--- src/rtl/digit_serial_adder_pkg.sv ---
// Shared definitions for the serial arithmetic blocks: FSM state encoding,
// counter sizing helper and an elaboration-time check on WIDTH/DIGIT.
`ifndef DIGIT_SERIAL_ADDER_PKG_SV
`define DIGIT_SERIAL_ADDER_PKG_SV

// A digit must be at least one bit, no wider than the word, and tile the word exactly.
`define DSA_CHECK_DIGIT(W, D) \
  if (((D) < 1) || ((D) > (W)) || (((W) % (D)) != 0)) begin : g_bad_digit \
    $error("digit_serial_adder: DIGIT must divide WIDTH"); \
  end

package digit_serial_adder_pkg;

  typedef enum logic [1:0] {
    IDLE = 2'd0,
    RUN  = 2'd1,
    DONE = 2'd2
  } serial_state_e;

  function automatic int cntWidth(input int n);
    return (n > 1) ? $clog2(n) : 1;
  endfunction

endpackage

`endif

--- src/rtl/digit_adder.sv ---
// Combinational DIGIT-bit ripple-carry stage, reused once per cycle by the
// serial adder. c_msb is the carry into the top bit, needed for overflow.
module digit_adder
  import digit_serial_adder_pkg::*;
#(
  parameter int DIGIT = 4
) (
  input  logic [DIGIT-1:0] a,
  input  logic [DIGIT-1:0] b,
  input  logic             ci,
  output logic [DIGIT-1:0] s,
  output logic             co,
  output logic             c_msb
);

  logic [DIGIT:0] w_c;

  assign w_c[0] = ci;

  for (genvar i = 0; i < DIGIT; i++) begin : g_cell
    assign s[i]     = a[i] ^ b[i] ^ w_c[i];
    assign w_c[i+1] = (a[i] & b[i]) | (w_c[i] & (a[i] ^ b[i]));
  end

  assign co    = w_c[DIGIT];
  assign c_msb = w_c[DIGIT-1];

endmodule

--- src/rtl/digit_serial_adder.sv ---
// Multi-cycle adder/subtractor: WIDTH-bit operands processed DIGIT bits per
// clock, LSB digit first, with valid/ready handshakes on both sides.
module digit_serial_adder
  import digit_serial_adder_pkg::*;
#(
  parameter int WIDTH = 32,
  parameter int DIGIT = 4
) (
  input  logic             clk,
  input  logic             rst_n,
  input  logic             in_valid,
  output logic             in_ready,
  input  logic [WIDTH-1:0] a,
  input  logic [WIDTH-1:0] b,
  input  logic             sub,
  input  logic             cin,
  output logic             out_valid,
  input  logic             out_ready,
  output logic [WIDTH-1:0] sum,
  output logic             cout,
  output logic             ovf
);

  localparam int NDIG = WIDTH / DIGIT;
  localparam int CW   = cntWidth(NDIG);

  `DSA_CHECK_DIGIT(WIDTH, DIGIT)

  serial_state_e    r_state;
  serial_state_e    w_stateNext;
  logic [CW-1:0]    r_cnt;
  logic [WIDTH-1:0] r_a;
  logic [WIDTH-1:0] r_b;
  logic [WIDTH-1:0] r_acc;
  logic [WIDTH-1:0] r_sum;
  logic             r_carry;
  logic             r_cout;
  logic             r_ovf;

  logic [DIGIT-1:0] w_s;
  logic             w_co;
  logic             w_cMsb;
  logic             w_accept;
  logic             w_lastDigit;
  logic [WIDTH-1:0] w_accNext;

  digit_adder #(.DIGIT(DIGIT)) u_stage (
    .a     (r_a[DIGIT-1:0]),
    .b     (r_b[DIGIT-1:0]),
    .ci    (r_carry),
    .s     (w_s),
    .co    (w_co),
    .c_msb (w_cMsb)
  );

  assign w_accept    = (r_state == IDLE) && in_valid;
  assign w_lastDigit = (r_state == RUN) && (r_cnt == CW'(NDIG - 1));
  // New digit enters at the MSB end; after NDIG shifts the word is aligned.
  assign w_accNext   = (r_acc >> DIGIT) | (WIDTH'(w_s) << (WIDTH - DIGIT));

  always_ff @(posedge clk or negedge rst_n) begin
    if (!rst_n) begin
      r_state <= IDLE;
    end else begin
      r_state <= w_stateNext;
    end
  end

  always_comb begin
    w_stateNext = r_state;
    case (r_state)
      IDLE:    if (in_valid)    w_stateNext = RUN;
      RUN:     if (w_lastDigit) w_stateNext = DONE;
      DONE:    if (out_ready)   w_stateNext = IDLE;
      default: w_stateNext = IDLE;
    endcase
  end

  // Subtraction is A + ~B + ~borrow, so cout=1 means no borrow occurred.
  always_ff @(posedge clk or negedge rst_n) begin
    if (!rst_n) begin
      r_a     <= '0;
      r_b     <= '0;
      r_acc   <= '0;
      r_carry <= 1'b0;
      r_cnt   <= '0;
      r_sum   <= '0;
      r_cout  <= 1'b0;
      r_ovf   <= 1'b0;
    end else if (w_accept) begin
      r_a     <= a;
      r_b     <= sub ? ~b : b;
      r_carry <= sub ? ~cin : cin;
      r_cnt   <= '0;
    end else if (r_state == RUN) begin
      r_a     <= r_a >> DIGIT;
      r_b     <= r_b >> DIGIT;
      r_acc   <= w_accNext;
      r_carry <= w_co;
      r_cnt   <= r_cnt + CW'(1);
      if (w_lastDigit) begin
        r_sum  <= w_accNext;
        r_cout <= w_co;
        r_ovf  <= w_cMsb ^ w_co;
      end
    end
  end

  assign in_ready  = (r_state == IDLE);
  assign out_valid = (r_state == DONE);
  assign sum       = r_sum;
  assign cout      = r_cout;
  assign ovf       = r_ovf;

endmodule

--- config.mk ---
export PLATFORM = sky130hd
export DESIGN_NAME = digit_serial_adder
export DESIGN_NICKNAME = d
export VERILOG_FILES = /design/src/rtl/digit_serial_adder_pkg.sv /design/src/rtl/digit_adder.sv /design/src/rtl/digit_serial_adder.sv
export SDC_FILE = /design/constraint.sdc
export NUM_CORES = 1
export LEC_CHECK = 0
export ABC_AREA = 0
export CAP_MARGIN = 10
export CORE_UTILIZATION = 50
export CTS_CLUSTER_SIZE = 10
export DETAILED_ROUTE_END_ITERATION = 10
export MAX_ROUTING_LAYER = met4
export PLACE_DENSITY = 0.78
export SLEW_MARGIN = 20
export SYNTH_ARGS = -nofsm -noshare
export SYNTH_HDL_FRONTEND = slang
export SYNTH_HIERARCHICAL = 1
export SYNTH_SLANG_ARGS = --single-unit
--- constraint.sdc ---
create_clock -name clk -period 3 [get_ports clk]
set_clock_uncertainty 0.05 [all_clocks]
set_input_delay 0.3 -clock clk [delete_from_list [all_inputs] [get_ports clk]]
set_output_delay 0.3 -clock clk [all_outputs]
set_load 0.005 [all_outputs]
* Yosys cells after proc, flatten, opt, wreduce, memory -nomap -nowiden *
Cells that the tools add are included.

word-level totals
  memories kept = 0
  bits in writable memories = 0
  ROM bits = 0
  register bits after elaboration = 136
  latch bits = 0

operators by class
  $mul = 0
  shift-type cells = 0
  bitwise logic cells = 25
  reductions and logical operators = 7
  divide/modulo/power cells = 0
  equal/unequal tests = 6
  $lt $le $gt $ge = 0
  add/sub/neg operators = 1
  multiplexer cells = 14

operators with widths
  cell                 number
  $mux 32              5
  $not 32->32          1
  $or 28x32->32        1
  $xor 1x1->1          9
  $and 1x1->1          8
  $mux 2               3
  $mux 3               2
  $pmux 2 s3           1
  $reduce_and 3->1     2
  $ne 2x2->1 const B   2
  $or 1x1->1           4
  $add 3x1->3 const B  1
  $eq 3x3->1 const B   1
  $mux 1               3
  $eq 2x1->1 const B   1
  $eq 2x2->1 const B   1
  $logic_and 1x1->1    2
  $logic_not 2->1      1
  $ne 2x1->1 const B   1
  $not 1->1            2
  $reduce_and 2->1     1
  $reduce_bool 2->1    1

* Longest topological paths before layout *
  depth after elaboration = 11
  mapped depth = 8
  depth with buffers taken out = 8

* Cells and area by module *
Netlist, hierarchy kept.

by module, submodules not included
  module              instances  sequential area each (um^2)  cells an instance  area an instance (um^2)
  digit_serial_adder  1          3303.2                       568                5758.0
  digit_adder         1          0.0                          12                 110.1

* Worst setup path after synthesis *
OpenSTA, ideal clock, no wires.

  path kind = register -> register
  start point = reg r_a[0]
  end point = reg r_sum[31] (netlist: sum[31])
  path slack = 771 ps
  data arrival time = 2054 ps
  stages on the path, launching flop included = 8
  setup time = 125 ps
  cell sequence = dfrtp_1 > fa_1 > inv_1 > fa_1 > fa_1 > inv_1 > fa_1 > mux2_2

between the ends
  longest elaborated chain between the ends = 9
  elaborated cells between the ends (all ways) = 10
  classes of those cells = 10 x bitwise

RTL lines
  item                    line                       RTL
  from (decl)             digit_serial_adder.sv:32   logic [WIDTH-1:0] r_a;
  from (signal assigned)  digit_serial_adder.sv:96   r_a <= r_a >> DIGIT;
  $xor 1x1->1             digit_adder.sv:22          assign w_c[i+1] = (a[i] & b[i]) | (w_c[i] & (a[i] ^ b[i]));
  $and 1x1->1             digit_adder.sv:22
  $or 1x1->1 *            digit_adder.sv:22
  $and 1x1->1 *           digit_adder.sv:22
  $or 1x1->1 *            digit_adder.sv:22
  $and 1x1->1 *           digit_adder.sv:22
  $or 1x1->1 *            digit_adder.sv:22
  net w_cMsb              digit_serial_adder.sv:42   logic w_cMsb;
  $xor 1x1->1 *           digit_adder.sv:21          assign s[i] = a[i] ^ b[i] ^ w_c[i];
  net w_s[3]              digit_serial_adder.sv:40   logic [DIGIT-1:0] w_s;
  $or 28x32->32 *         digit_serial_adder.sv:59   assign w_accNext = (r_acc >> DIGIT) | (WIDTH'(w_s) << (WIDTH - DIGIT));
  to (signal assigned)    digit_serial_adder.sv:102  r_sum <= w_accNext;
  to (decl)               digit_serial_adder.sv:35   logic [WIDTH-1:0] r_sum;

The timed path passes the listed nets; every way through them passes the cells marked *.
A chain may end at the register's enable or synchronous reset.

* Worst setup path in the final report *
Same ends and word-level chain as after synthesis.

==> flow_summary.json <==
{
  "status": "complete, no violations",
  "clkSinkCount": 132,
  "viasPerCell": 5.19,
  "antenna_found_initial": 0,
  "ir_worst_vdd_mv": 0.551,
  "vias": 4310,
  "syn_area_um2": 5870,
  "core-area_um2": 11400,
  "min_period_over_period": 0.787,
  "ys_seq_elements": 132,
  "syn_inst": 580,
  "io_buffers": 105,
  "avgSynthCellArea_um2": 10.1,
  "maxSlewViolCount": 0,
  "fin_crit_ns": 2.36,
  "drive_gt1_frac": 0.131,
  "wl_met1_um": 5340,
  "hold_violations": 0,
  "layout_commonest_cell": "nand2_1",
  "final_cell_mix": "nand2_1, dfrtp_1, clkdlybuf4s50_1",
  "max_cap_violations": 0,
  "gp_congestion": 0.778,
  "ant_nets": 0,
  "synth_nets": 656,
  "p_per_area_nw_per_um2": 1010,
  "startpoint_type": "flop",
  "dp.final_hpwl_um": 7770,
  "critPathRequiredTime_ns": 3.23,
  "cts.clk_slew.worst_paths_ns": 0.06,
  "synth_top_area_frac": 0.563,
  "fmax_mhz": 424,
  "remaining_drc_errors": 0,
  "rsz0062_at_grt": "no",
  "seq_area_frac_synth": 0.563,
  "worstSetupEndpointType": "flop",
  "total_power_mw": 7.64,
  "crit_type": "reg2reg",
  "clk_latency_ns": 0.40,
  "h-tree-depth": 4,
  "setup_viol": 0,
  "worstMarginPinSlew_ns": 0.943,
  "syn_to_final_growth_pct": 28.4,
  "drt_iter0_drc": 243,
  "grtUsageTotal": 0.220,
  "numCtsBuffers": 17,
  "hold_path.class": "in2reg",
  "clk_path_buf_depth": 2,
  "cp.arrival_ns": 2.59,
  "synth_top_area_cell": "dfrtp_1",
  "fp.dieH_um": 110,
  "wl_met3_um": 455,
  "synthTopCellsByArea": "dfrtp_1, nand2_1, mux2_2",
  "cts_resized": 0,
  "cts_tree": "yes",
  "die-area_um2": 12200,
  "grt_overflow": 0,
  "wl_met2_um": 5910,
  "tns_ns": 0,
  "ios": 106,
  "cellLeakagePower_nw": 3.58,
  "start_util": 0.514,
  "dr.pass1.iters": 5,
  "post_cts_buffers": 0,
  "grt_max_degree": 91,
  "rows": 39,
  "drt_wl_total_um": 11800,
  "nets": 750,
  "routedWlPerCell_um": 14.2,
  "critPathMaxFanout": 2,
  "final_core_util": 0.660,
  "synth_cell_type_count": 26,
  "grt_pass1_vias": 4161,
  "ys_warn_count": 6,
  "n_antenna_cell": 0,
  "top_layer": "met4",
  "die_w_um": 110,
  "grt_pass1_wl_um": 19700,
  "relSlewSlack": 0.371,
  "cts-root-buf": "clkbuf_16"
}
==> timing repair <==
item                       4_1_cts  5_1_grt
hold endpoints to repair        89        0
hold buffers                     1        0
setup endpoints to repair        0        0
==> where the power goes <==
group	leakage [nW]	switching, mW	internal [mW]	total, mW
clock network	0.283	0.785	1.23	2.01
logic	1.61	1.32	1.25	2.58
registers	1.68	0.485	2.57	3.05
total	3.58	2.59	5.05	7.64
==> metrics by stage <==
step                      worst slack, ns  hold WS [ns]  cells  area (um^2)
after floorplan                     0.771       -0.0456    580         5870
after CTS                           0.639         0.354    830         7540
after detailed placement            0.702         0.379    797         6940
after global routing                0.555         0.381    830         7540
after global placement              0.740         0.370    797         6940
final                               0.640         0.370    830         7540
==> metal layers <==
metal	GRT usage	vias to the layer above
met4	0.0761	0
met5	-	-
li1	-	2078
met2	0.350	111
met3	0.0494	13
met1	0.279	2108
==> cells in the mapped netlist <==
| cell | count |
|---|---|
| buf_2 | 24 |
| nor3b_2 | 1 |
| a22oi_1 | 28 |
| mux2_2 | 33 |
| fa_1 | 4 |
| a31oi_1 | 29 |
| buf_6 | 9 |
| xor2_1 | 29 |
| nand2_1 | 212 |
| nor2_1 | 31 |
| clkbuf_1 | 3 |
| o21ai_0 | 3 |
| a211oi_1 | 1 |
| nand2b_1 | 2 |
| or3b_1 | 1 |
| o21bai_1 | 1 |
| ha_1 | 2 |
| xnor2_1 | 5 |
| dfrtp_1 | 132 |
| o21ai_2 | 4 |
| nor2b_1 | 1 |
| nand3_1 | 6 |
| inv_1 | 9 |
| buf_4 | 5 |
| nand3b_1 | 1 |
| nand3_2 | 4 |
==> cell families (layout without fill, tap and decap cells) <==
family          Yosys count  count (layout)  share of synthesized area
mux                      33              33                     0.0633
flops                   132             132                      0.563
compound gates           66              66                     0.0778
fa+ha+maj                 6               6                     0.0179
buf+inv                  50             157                     0.0518
xor+xnor                 34              34                     0.0507
simple gates            259             259                      0.175
==> worst paths after layout <==
path | slack, ns | startpoint | depth (start not counted) | end
min reg2reg | 0.43 | r_a[1]$_DFFE_PN0P_ | 2 | r_a[1]$_DFFE_PN0P_
min in group asynchronous | 0.50 | rst_n | 2 | r_acc[8]$_DFFE_PN0P_
max | 0.64 | r_a[0]$_DFFE_PN0P_ | 7 | sum[31]$_DFFE_PN0P_
min | 0.37 | a[31] | 3 | r_a[31]$_DFFE_PN0P_
max in group asynchronous | 1.67 | rst_n | 3 | r_acc[11]$_DFFE_PN0P_
max reg2reg | 0.64 | r_a[0]$_DFFE_PN0P_ | 7 | sum[31]$_DFFE_PN0P_
==> worst max-delay path, stage by stage (launching register included) <==
cell and delay (ns):
dfrtp_1 0.39, fa_1 0.20, inv_1 0.06, fa_1 0.37, fa_1 0.37, inv_1 0.10
fa_1 0.43, mux2_2 0.27
==> sequential cells by signal, summed over array words and instances (netlist names) <==
name and cells:
cout 1, ovf 1, r_a 32, r_acc 28
r_b 32, r_carry 1, r_cnt 3, r_state 2
sum 32
==> cell type report <==
class,instances,area [um^2]
clock buffers,17,425
clock inverters,15,156
fillers,904,3880
inverters,9,33.8
multi-input cells,398,2280
flip-flops and latches,132,3300
well taps,143,179
repair buffers,116,1160
(Power assumes the default switching activity.)
